### src/rtl/captura_datos_param.sv
// ============================================================================
//  Module   : captura_datos_param
//  Purpose  : Captures RGB565 camera bytes and writes packed pixels to a DP-RAM.
//             Optional 2:1 decimation when CAPTURA_DECIM_EN is defined.
//  Revision : 1.0 - initial release
// ============================================================================
`default_nettype none

module captura_datos_param #(
    parameter int H_PIX  = 160,
    parameter int V_LIN  = 120,
    parameter int ADDR_W = 15
) (
    input  logic              PCLK,
    input  logic              RSTN,
    input  logic              VSYNC,
    input  logic              HREF,
    input  logic [7:0]        D,
    input  logic [1:0]        MODE,
    output logic [15:0]       DP_RAM_data_in,
    output logic [ADDR_W-1:0] DP_RAM_addr_in,
    output logic              DP_RAM_regW,
    output logic              FRAME_DONE,
    output logic              LINE_ERR
);

    localparam int c_col_w  = $clog2(H_PIX + 2);
    localparam int c_line_w = $clog2(V_LIN + 1);
    localparam logic [c_col_w-1:0]  c_hpix    = c_col_w'(H_PIX);
    localparam logic [c_col_w-1:0]  c_col_max = c_col_w'(H_PIX + 1);
    localparam logic [c_line_w-1:0] c_vlin    = c_line_w'(V_LIN);

    typedef enum logic [1:0] {
        IDLE    = 2'd0,
        SYNC    = 2'd1,
        CAPTURE = 2'd2
    } state_t;

    state_t              r_state, w_state_nxt;
    logic                r_phase;
    logic                r_href_q;
    logic [7:0]          r_hi;
    logic [c_col_w-1:0]  r_col;
    logic [c_line_w-1:0] r_line;
    logic [ADDR_W-1:0]   r_row_base;
    logic [1:0]          r_mode;
    logic [15:0]         r_data;
    logic [ADDR_W-1:0]   r_addr;
    logic                r_we;
    logic                r_frame_done;
    logic                r_err;

    logic                w_active, w_start, w_line_ok, w_col_ok;
    logic                w_keep, w_row_adv;
    logic [ADDR_W-1:0]   w_col_addr, c_row_step;
    logic [15:0]         w_pix, w_packed;

    always_ff @(posedge PCLK or negedge RSTN) begin
        if (!RSTN) r_state <= IDLE;
        else       r_state <= w_state_nxt;
    end

    always_comb begin
        w_state_nxt = r_state;
        case (r_state)
            IDLE:    if (VSYNC)  w_state_nxt = SYNC;
            SYNC:    if (!VSYNC) w_state_nxt = CAPTURE;
            CAPTURE: if (VSYNC)  w_state_nxt = SYNC;
            default: w_state_nxt = IDLE;
        endcase
    end

    assign w_active  = (r_state == CAPTURE) && !VSYNC;
    assign w_start   = (r_state == SYNC) && !VSYNC;
    assign w_line_ok = (r_line < c_vlin);
    assign w_col_ok  = (r_col < c_hpix);
    assign w_pix     = {r_hi, D};

`ifdef CAPTURA_DECIM_EN
    // Even columns of even lines only; the row base advances every second line.
    assign w_keep     = !r_col[0] && !r_line[0];
    assign w_row_adv  = r_line[0];
    assign w_col_addr = ADDR_W'(r_col >> 1);
    assign c_row_step = ADDR_W'(H_PIX / 2);
`else
    assign w_keep     = 1'b1;
    assign w_row_adv  = 1'b1;
    assign w_col_addr = ADDR_W'(r_col);
    assign c_row_step = ADDR_W'(H_PIX);
`endif

    always_comb begin
        w_packed = w_pix;
        case (r_mode)
            2'b00:   w_packed = {8'h00, w_pix[15:13], w_pix[10:8], w_pix[4:3]};
            2'b01:   w_packed = {4'h0, w_pix[15:12], w_pix[10:7], w_pix[4:1]};
            default: w_packed = w_pix;
        endcase
    end

    always_ff @(posedge PCLK or negedge RSTN) begin
        if (!RSTN) begin
            r_phase      <= 1'b0;
            r_href_q     <= 1'b0;
            r_hi         <= 8'h00;
            r_col        <= '0;
            r_line       <= '0;
            r_row_base   <= '0;
            r_mode       <= 2'b10;
            r_data       <= 16'h0000;
            r_addr       <= '0;
            r_we         <= 1'b0;
            r_frame_done <= 1'b0;
            r_err        <= 1'b0;
        end else begin
            r_we         <= 1'b0;
            r_frame_done <= (r_state == CAPTURE) && VSYNC;
            r_href_q     <= w_active && HREF;
            if (w_start) begin
                r_phase    <= 1'b0;
                r_col      <= '0;
                r_line     <= '0;
                r_row_base <= '0;
                r_err      <= 1'b0;
                r_mode     <= MODE;
            end else if (w_active && HREF) begin
                r_phase <= ~r_phase;
                if (!r_phase) begin
                    r_hi <= D;
                end else begin
                    // Lines beyond the frame are silently ignored.
                    if (w_line_ok) begin
                        if (!w_col_ok) begin
                            r_err <= 1'b1;
                        end else if (w_keep) begin
                            r_we   <= 1'b1;
                            r_data <= w_packed;
                            r_addr <= r_row_base + w_col_addr;
                        end
                    end
                    if (r_col != c_col_max) r_col <= r_col + c_col_w'(1);
                end
            end else begin
                r_phase <= 1'b0;
                if (w_active && r_href_q) begin
                    r_col <= '0;
                    if (w_line_ok) begin
                        if (r_col != c_hpix) r_err <= 1'b1;
                        r_line <= r_line + c_line_w'(1);
                        if (w_row_adv) r_row_base <= r_row_base + c_row_step;
                    end
                end
            end
        end
    end

    assign DP_RAM_data_in = r_data;
    assign DP_RAM_addr_in = r_addr;
    assign DP_RAM_regW    = r_we;
    assign FRAME_DONE     = r_frame_done;
    assign LINE_ERR       = r_err;

endmodule

`default_nettype wire

### config.mk
export PLATFORM = sky130hd
export DESIGN_NAME = captura_datos_param
export DESIGN_NICKNAME = d
export VERILOG_FILES = /design/src/rtl/captura_datos_param.sv
export SDC_FILE = /design/constraint.sdc
export NUM_CORES = 1
export LEC_CHECK = 0
export CORE_MARGIN = 3
export CORE_UTILIZATION = 55
export CTS_CLUSTER_SIZE = 24
export DETAILED_ROUTE_END_ITERATION = 6
export GPL_ROUTABILITY_DRIVEN = 0
export PLACE_DENSITY = 0.87
export SLEW_MARGIN = 5
export SYNTH_ARGS = -nofsm -noshare
export SYNTH_HDL_FRONTEND = slang
export SYNTH_SLANG_ARGS = --single-unit
### constraint.sdc
create_clock -name PCLK -period 2 [get_ports PCLK]
set_clock_uncertainty 0.15 [all_clocks]
set_input_delay 0.4 -clock PCLK [delete_from_list [all_inputs] [get_ports PCLK]]
set_output_delay 0.4 -clock PCLK [all_outputs]
set_load 0.01 [all_outputs]
==> results of run 1 <==
critical path: cells and delay by family:
| family | cells | cell delay (ns) |
|---|---|---|
| AND/OR/NAND/NOR | 2 | 0.86 |
| AO/OA/AOI/OAI | 1 | 0.14 |
| buffers and inverters | 2 | 0.65 |
power breakdown:
| group | leakage (nW) | total, mW | switching, mW | internal, mW |
|---|---|---|---|---|
| combinational | 0.922 | 0.734 | 0.361 | 0.372 |
| clock | 0.106 | 1.27 | 0.565 | 0.701 |
| sequential | 0.986 | 1.87 | 0.235 | 1.63 |
flip-flops by register name, summed over array words and instances, names as in the netlist:
signal          count
r_hi                8
r_line              7
r_row_base         10
r_href_q            1
FRAME_DONE          1
r_state             2
DP_RAM_regW         1
DP_RAM_addr_in     15
DP_RAM_data_in     16
r_mode              2
LINE_ERR            1
r_phase             1
r_col               8
cells by family (layout without fill, tap and decap cells):
| family | Yosys count | count (layout) |
|---|---|---|
| simple gates | 127 | 127 |
| compound gates | 104 | 104 |
| flops | 73 | 73 |
| buf+inv | 30 | 108 |
| mux | 23 | 23 |
| xor+xnor | 9 | 9 |
| fa+ha+maj | 8 | 8 |
per-layer routing:
metal  wire (um)  part of all wire  up-vias
met1        3600              0.43     1467
met2        4050              0.49       93
met3         565             0.068       14
met4         122             0.015        0
met5           0                 0        -
li1            -                 -     1479
cell usage in the layout, fill, tap and decap left out, types with 4 or more instances in the layout:
master,instances
o21ai_0,30
nand2_1,58
inv_1,7
and3_1,4
nor3_1,4
or4_1,4
ha_1,7
clkdlybuf4s50_1,46
clkbuf_8,9
dfrtp_1,71
buf_4,32
nand3_1,11
nor2_1,19
a21o_1,5
mux2_2,9
a31oi_1,5
o31ai_1,8
o21ai_1,17
a21oi_1,21
xnor2_1,9
mux2i_1,13
worst max-delay path by stage:
stage                              from            endpoint  slack, ns  cells past startpoint
after floorplan           r_row_base[5]      r_row_base[13]       0.23                      5
after global placement            VSYNC             r_hi[1]      -0.26                      6
after detailed placement           HREF           r_line[4]      -0.29                      5
after CTS                      r_col[2]            r_col[3]       0.08                      5
after global routing      r_row_base[7]  DP_RAM_addr_in[11]     -0.007                      6
final                             VSYNC      r_row_base[13]       0.08                      5
final cells by class:
type / instances / area [um2]
sequential: 73 / 1830
clock inverter: 7 / 93.8
timing repair buffer: 83 / 776
tap: 77 / 96.3
clock buffer: 9 / 124
inverter: 9 / 36.3
fill: 424 / 1750
multi-input combinational: 271 / 1680
repair_timing:
action	CTS	global route
endpoints found under the hold margin	72	0
setup endpoints to repair	0	9
hold buffers	1	0
buffers inserted	0	2
gates resized for setup	0	4
==> key figures, run 1 <==
Setup path
  • Data arrival time of the critical path: about 2.1 ns
  • CP cell instances: clkdlybuf4s50_1 > buf_4 > or4b_1 > or3_1 > a21oi_2
  • Reg2reg start: r_col[2]
  • Worst-path fanout max: 4
  • Nature of the critical path startpoint: input pin
  • Crit path capture type: flop
  • Reg2reg end: r_col[3]
  • Setup CP Type: in2reg
  • Critical path required time: ~2.1 ns
  • Max stage delay on crit path: approximately 0.52 ns
  • R2R Setup Slk: 0.09 ns
  • CP max-delay cell: or4b_1
  • Reg2Reg Depth: 5

Detailed routing
  • Detailed Route WL: around 8300 um
  • Vias per cell: 5.77
  • Wire per inst: 15.8 um
  • 1st-iter DRT viols: 259
  • Post-route ant nets: 0
  • Drt pass-1 iters: 4
  • Via count: between 3k and 4k
  • DRC Markers: 0

Worst hold path
  • Hold depth: 2
  • Worst Hold Launch: DP_RAM_addr_in[2]
  • Min-Delay Path Class: reg2reg
  • Hold EP: DP_RAM_addr_in[2]

Yosys
  • Ys Warns: 0
  • Post-synth EDFFs: 0
  • Top FF cell, synth: dfrtp_1
  • Most common cell in the netlist: dfrtp_1
  • Post-synth top cells: 72 x dfrtp_1, 58 x nand2_1, 30 x o21ai_0
  • Post-Synth Adder-Cell Area: 0.0275
  • Synth cell types: between 50 and 60
  • Sequential fraction of the synthesis area: 0.501
  • Gate count after technology mapping: roughly 370
  • Mux contribution to synthesized area: 0.0666
  • Synth area leaders: dfrtp_1 49%, nand2_1 6.0%, o21ai_0 4.1%
  • Largest family of logic cells by synthesized area: simple AND/OR/NAND/NOR gates
  • Post-Synth Simple-Gate Area: 0.173
  • Top cell type's share of synthesized area: 0.494
  • Post-synth top area cell: dfrtp_1
  • Synthesized area: between 3000 and 4000 um2
  • Async set-reset flop share out of synthesis: 1.00
  • Seq cells post-synth: 73
  • Syn Area/Cell: 9.75 um2
  • XOR/XNOR share of the synthesized area: 0.0216
  • Mapped Nets: between 300 and 400
  • Synth Area in Compound Gates: 0.170

Power and ir drop
  • Pwr/cell area: roughly 830 nW/um2
  • Lkg Pwr: 2.01 nW
  • Peak VDD IR: ~530 uV
  • Total power: approximately 3.9 mW

Global route
  • Total track usage: 0.238
  • Largest net degree at the start of global routing: 74
  • Initial antenna violation count: 0
  • First-pass GRT wire length: around 14,000 um
  • Vias in the first global route: between 3k and 4k
  • Met2 usage: 0.397
  • Top Usage Layer GRT: met2
  • Grt ovf: 0
  • Met1 Use GR: 0.303
  • Grt met3 use: 0.0407

STA
  • Total negative slack: 0 ns
  • Fin Hold WS: around 0.34 ns
  • Final worst path period need: just under 2 ns
  • Final setup fails: 0
  • Tightest Pin Transition: approximately 0.6 ns
  • Final WS setup: 0.0758 ns
  • Final Hold Vio Count: 0
  • Rel. slew slack: 0.609
  • Final period util: 0.962
  • Fmax achieved: just over 0.5 GHz
  • Max-slew violations: 0

Placed design
  • Dpl hpwl: approximately 5900 um
  • # port buffers: 47
  • Dpl ws: -0.290 ns
  • Placed insts: 510
  • Placed Area: around 4400 um2

Clock network
  • H-tree levels: 3
  • CTS tree: built
  • Clock root cell: clkbuf_8
  • Skew-Pair Late Insertion Delay: roughly 0.35 ns
  • Clock buffer depth: 2
  • Clk sink count: 73
  • Clk slew on worst S/H paths: ~0.08 ns
  • CTS buffer count: 9

Layout
  • Synth-to-layout area growth: 27.1%
  • Fin util: 0.726
  • Nets: around 470
  • Non-filler cells, final: 529
  • Final Cell Area: around 4600 um2
  • Ant diodes: 0
  • Layout cells sized above 1: 0.166

Status
  • Status: finished, final reports clean

Floorplan
  • Die area: around 7600 um2
  • Core Region: ~6400 um2
  • IO Count: 48
  • FP Rows: 29
  • Initial Util: 0.571
  • Chip width: between 80 and 90 um
  • DIE HEIGHT: between 80 and 90 um

Job
  • # Max-Cap Violations: 0
Power figures use the tool's default switching activity.
==> inputs of run 2 (changes only) <==
CORE_UTILIZATION = 40   (was 55)
PLACE_DENSITY = 0.68   (was 0.87)
==> key figures, run 2 (synthesis results as in run 1) <==
Layout
  • Fin util: 0.528
  • Ant diodes: 0
  • Synth-to-layout area growth: 27.5%
  • Nets: 464
  • Commonest non-fill, non-tap cell in the layout: dfrtp_1
  • Most frequent cells in the layout: 71 x dfrtp_1, 58 x nand2_1, 46 x clkdlybuf4s50_1, 30 x o21ai_0, 26 x buf_4
  • Layout cells sized above 1: 0.152
  • Max FFs per register: 16
  • Final Cell Area: ~4600 um2

Global route
  • Largest net degree at the start of global routing: 44
  • Total track usage: 0.165
  • Vias in the first global route: around 2.9k
  • First-pass GRT wire length: 13,500 um
  • Initial antenna violation count: 0
  • Grt ovf: 0

Power and ir drop
  • Pwr/cell area: 834 nW/um2
  • Net Switching: about 1.1 mW
  • Lkg Pwr: about 2 nW
  • Sequential share of power: 0.480
  • Gate power share: 0.178
  • Total power: between 3 and 4 mW
  • Peak VDD IR: about 390 uV
  • Pint: ~2.7 mW
  • Clock share of power: 0.341
  • Net Sw Frac: 0.296

Job
  • # Max-Cap Violations: 0

Setup path
  • Data arrival time of the critical path: about 2.0 ns
  • Crit path capture type: flop
  • Nature of the critical path startpoint: flop
  • Setup CP Type: reg2reg
  • Worst-path fanout max: 5
  • Critical path required time: 2.12 ns

Status
  • Status: finished, final reports clean

Detailed routing
  • Drt pass-1 iters: 5
  • Met2 Wirelength: ~3700 um
  • Top Metal Used: met4
  • 1st-iter DRT viols: ~120
  • Wire per inst: between 10 and 15 um
  • Vias per cell: roughly 5.3
  • Via count: between 2k and 3k
  • Metal-1 WL: between 3000 and 4000 um
  • DR WL met3: approximately 370 um
  • Detailed Route WL: between 8000 and 9000 um
  • DRC Markers: 0
  • Post-route ant nets: 0

Placed design
  • Placed Area: between 4000 and 5000 um2
  • Dpl ws: -0.254 ns
  • # port buffers: 47
  • Dpl hpwl: slightly below 6000 um

STA
  • Fin Hold WS: about 0.33 ns
  • Rel. slew slack: 0.629
  • Final setup fails: 0
  • Final period util: 0.950
  • Max-slew violations: 0
  • Final WS setup: 0.0999 ns
  • Final Hold Vio Count: 0
  • Fmax achieved: 0.526 GHz
  • Tightest Pin Transition: about 0.56 ns
  • Final worst path period need: approximately 1.9 ns

Clock network
  • Skew-Pair Late Insertion Delay: ~0.34 ns
  • Clock root cell: clkbuf_8
  • CTS buffer count: 9
  • Post-CTS Setup Repair Bufs: 0
  • Clk sink count: 73
  • Clk slew on worst S/H paths: ~0.08 ns
  • Clock buffer depth: 2
  • CTS tree: built
  • H-tree levels: 3

Floorplan
  • DIE HEIGHT: slightly above 100 um
  • Initial Util: 0.414
  • Chip width: a little over 100 um
  • Die area: around 10,000 um2
  • Core Region: between 8000 and 9000 um2
  • FP Rows: 34
  • IO Count: 48

Worst hold path
  • Min-Delay Path Class: reg2reg
==> run 2: changes by cell type in the layout (fill, tap and decap cells not counted) <==
cell and delta:
clkbuf_8 +1, and4bb_1 +1, a21oi_1 +1, and4bb_2 -1
clkinv_4 +1, clkinv_2 -1, clkinvlp_4 -1, buf_4 -6
a21oi_2 -1, buf_6 +1
==> run 2: cell type report <==
cell class	instances	area, um2
Tap cell	108	135
Multi-Input combinational cell	271	1680
Timing Repair Buffer	78	742
Sequential cell	73	1830
Clock buffer	10	138
Clock inverter	6	90.1
Fill cell	782	4160
Inverter	9	36.3
==> run 2: critical path, stage by stage, from the launching register on <==
cell     delay, ns
dfrtp_2       0.42
ha_2          0.20
o21ai_0       0.10
or4b_1        0.50
or3_1         0.32
a21oi_1       0.14
==> run 2: power by group through the flow <==
| stage | combinational (mW) | sequential [mW] | clock [mW] |
|---|---|---|---|
| final | 0.691 | 1.86 | 1.32 |
| after global placement | 0.670 | 1.88 | 0 |
| after floorplan | 0.533 | 1.78 | 0 |
| after global routing | 0.793 | 1.90 | 1.42 |
| after detailed placement | 0.688 | 1.89 | 0 |
| after CTS | 0.695 | 1.86 | 1.36 |
==> run 2: worst paths after layout <==
check | startpoint | endpoint | slack (ns) | cells past startpoint
setup / recovery | r_row_base[6] | r_row_base[13] | 0.1 | 5
hold / removal | DP_RAM_addr_in[7] | DP_RAM_addr_in[7] | 0.33 | 2
setup reg to reg | r_row_base[6] | r_row_base[13] | 0.1 | 5
hold reg to reg | DP_RAM_addr_in[7] | DP_RAM_addr_in[7] | 0.33 | 2
max in group asynchronous | RSTN | r_mode[1] | 0.74 | 3
min in group asynchronous | RSTN | DP_RAM_data_in[6] | 0.35 | 2
==> run 2: timing repair <==
item	4_1_cts	5_1_grt
endpoints found under the hold margin	15	0
endpoints found under the setup margin	0	2
resized for setup	0	3
hold buffers	1	0
==> run 2: per-layer routing <==
| metal | vias up | track usage |
|---|---|---|
| li1 | 1468 | - |
| met3 | 4 | 0.0344 |
| met2 | 68 | 0.267 |
| met4 | 0 | 0.0521 |
| met1 | 1389 | 0.223 |
| met5 | - | 0 |
==> run 2: metrics by stage <==
step,setup TNS (ns),cells
2_1_floorplan,0,374
3_3_place_gp,-8.73,538
3_5_place_dp,-10.16,538
4_1_cts,0,555
5_1_grt,-0.00176,555
6_report,0,555
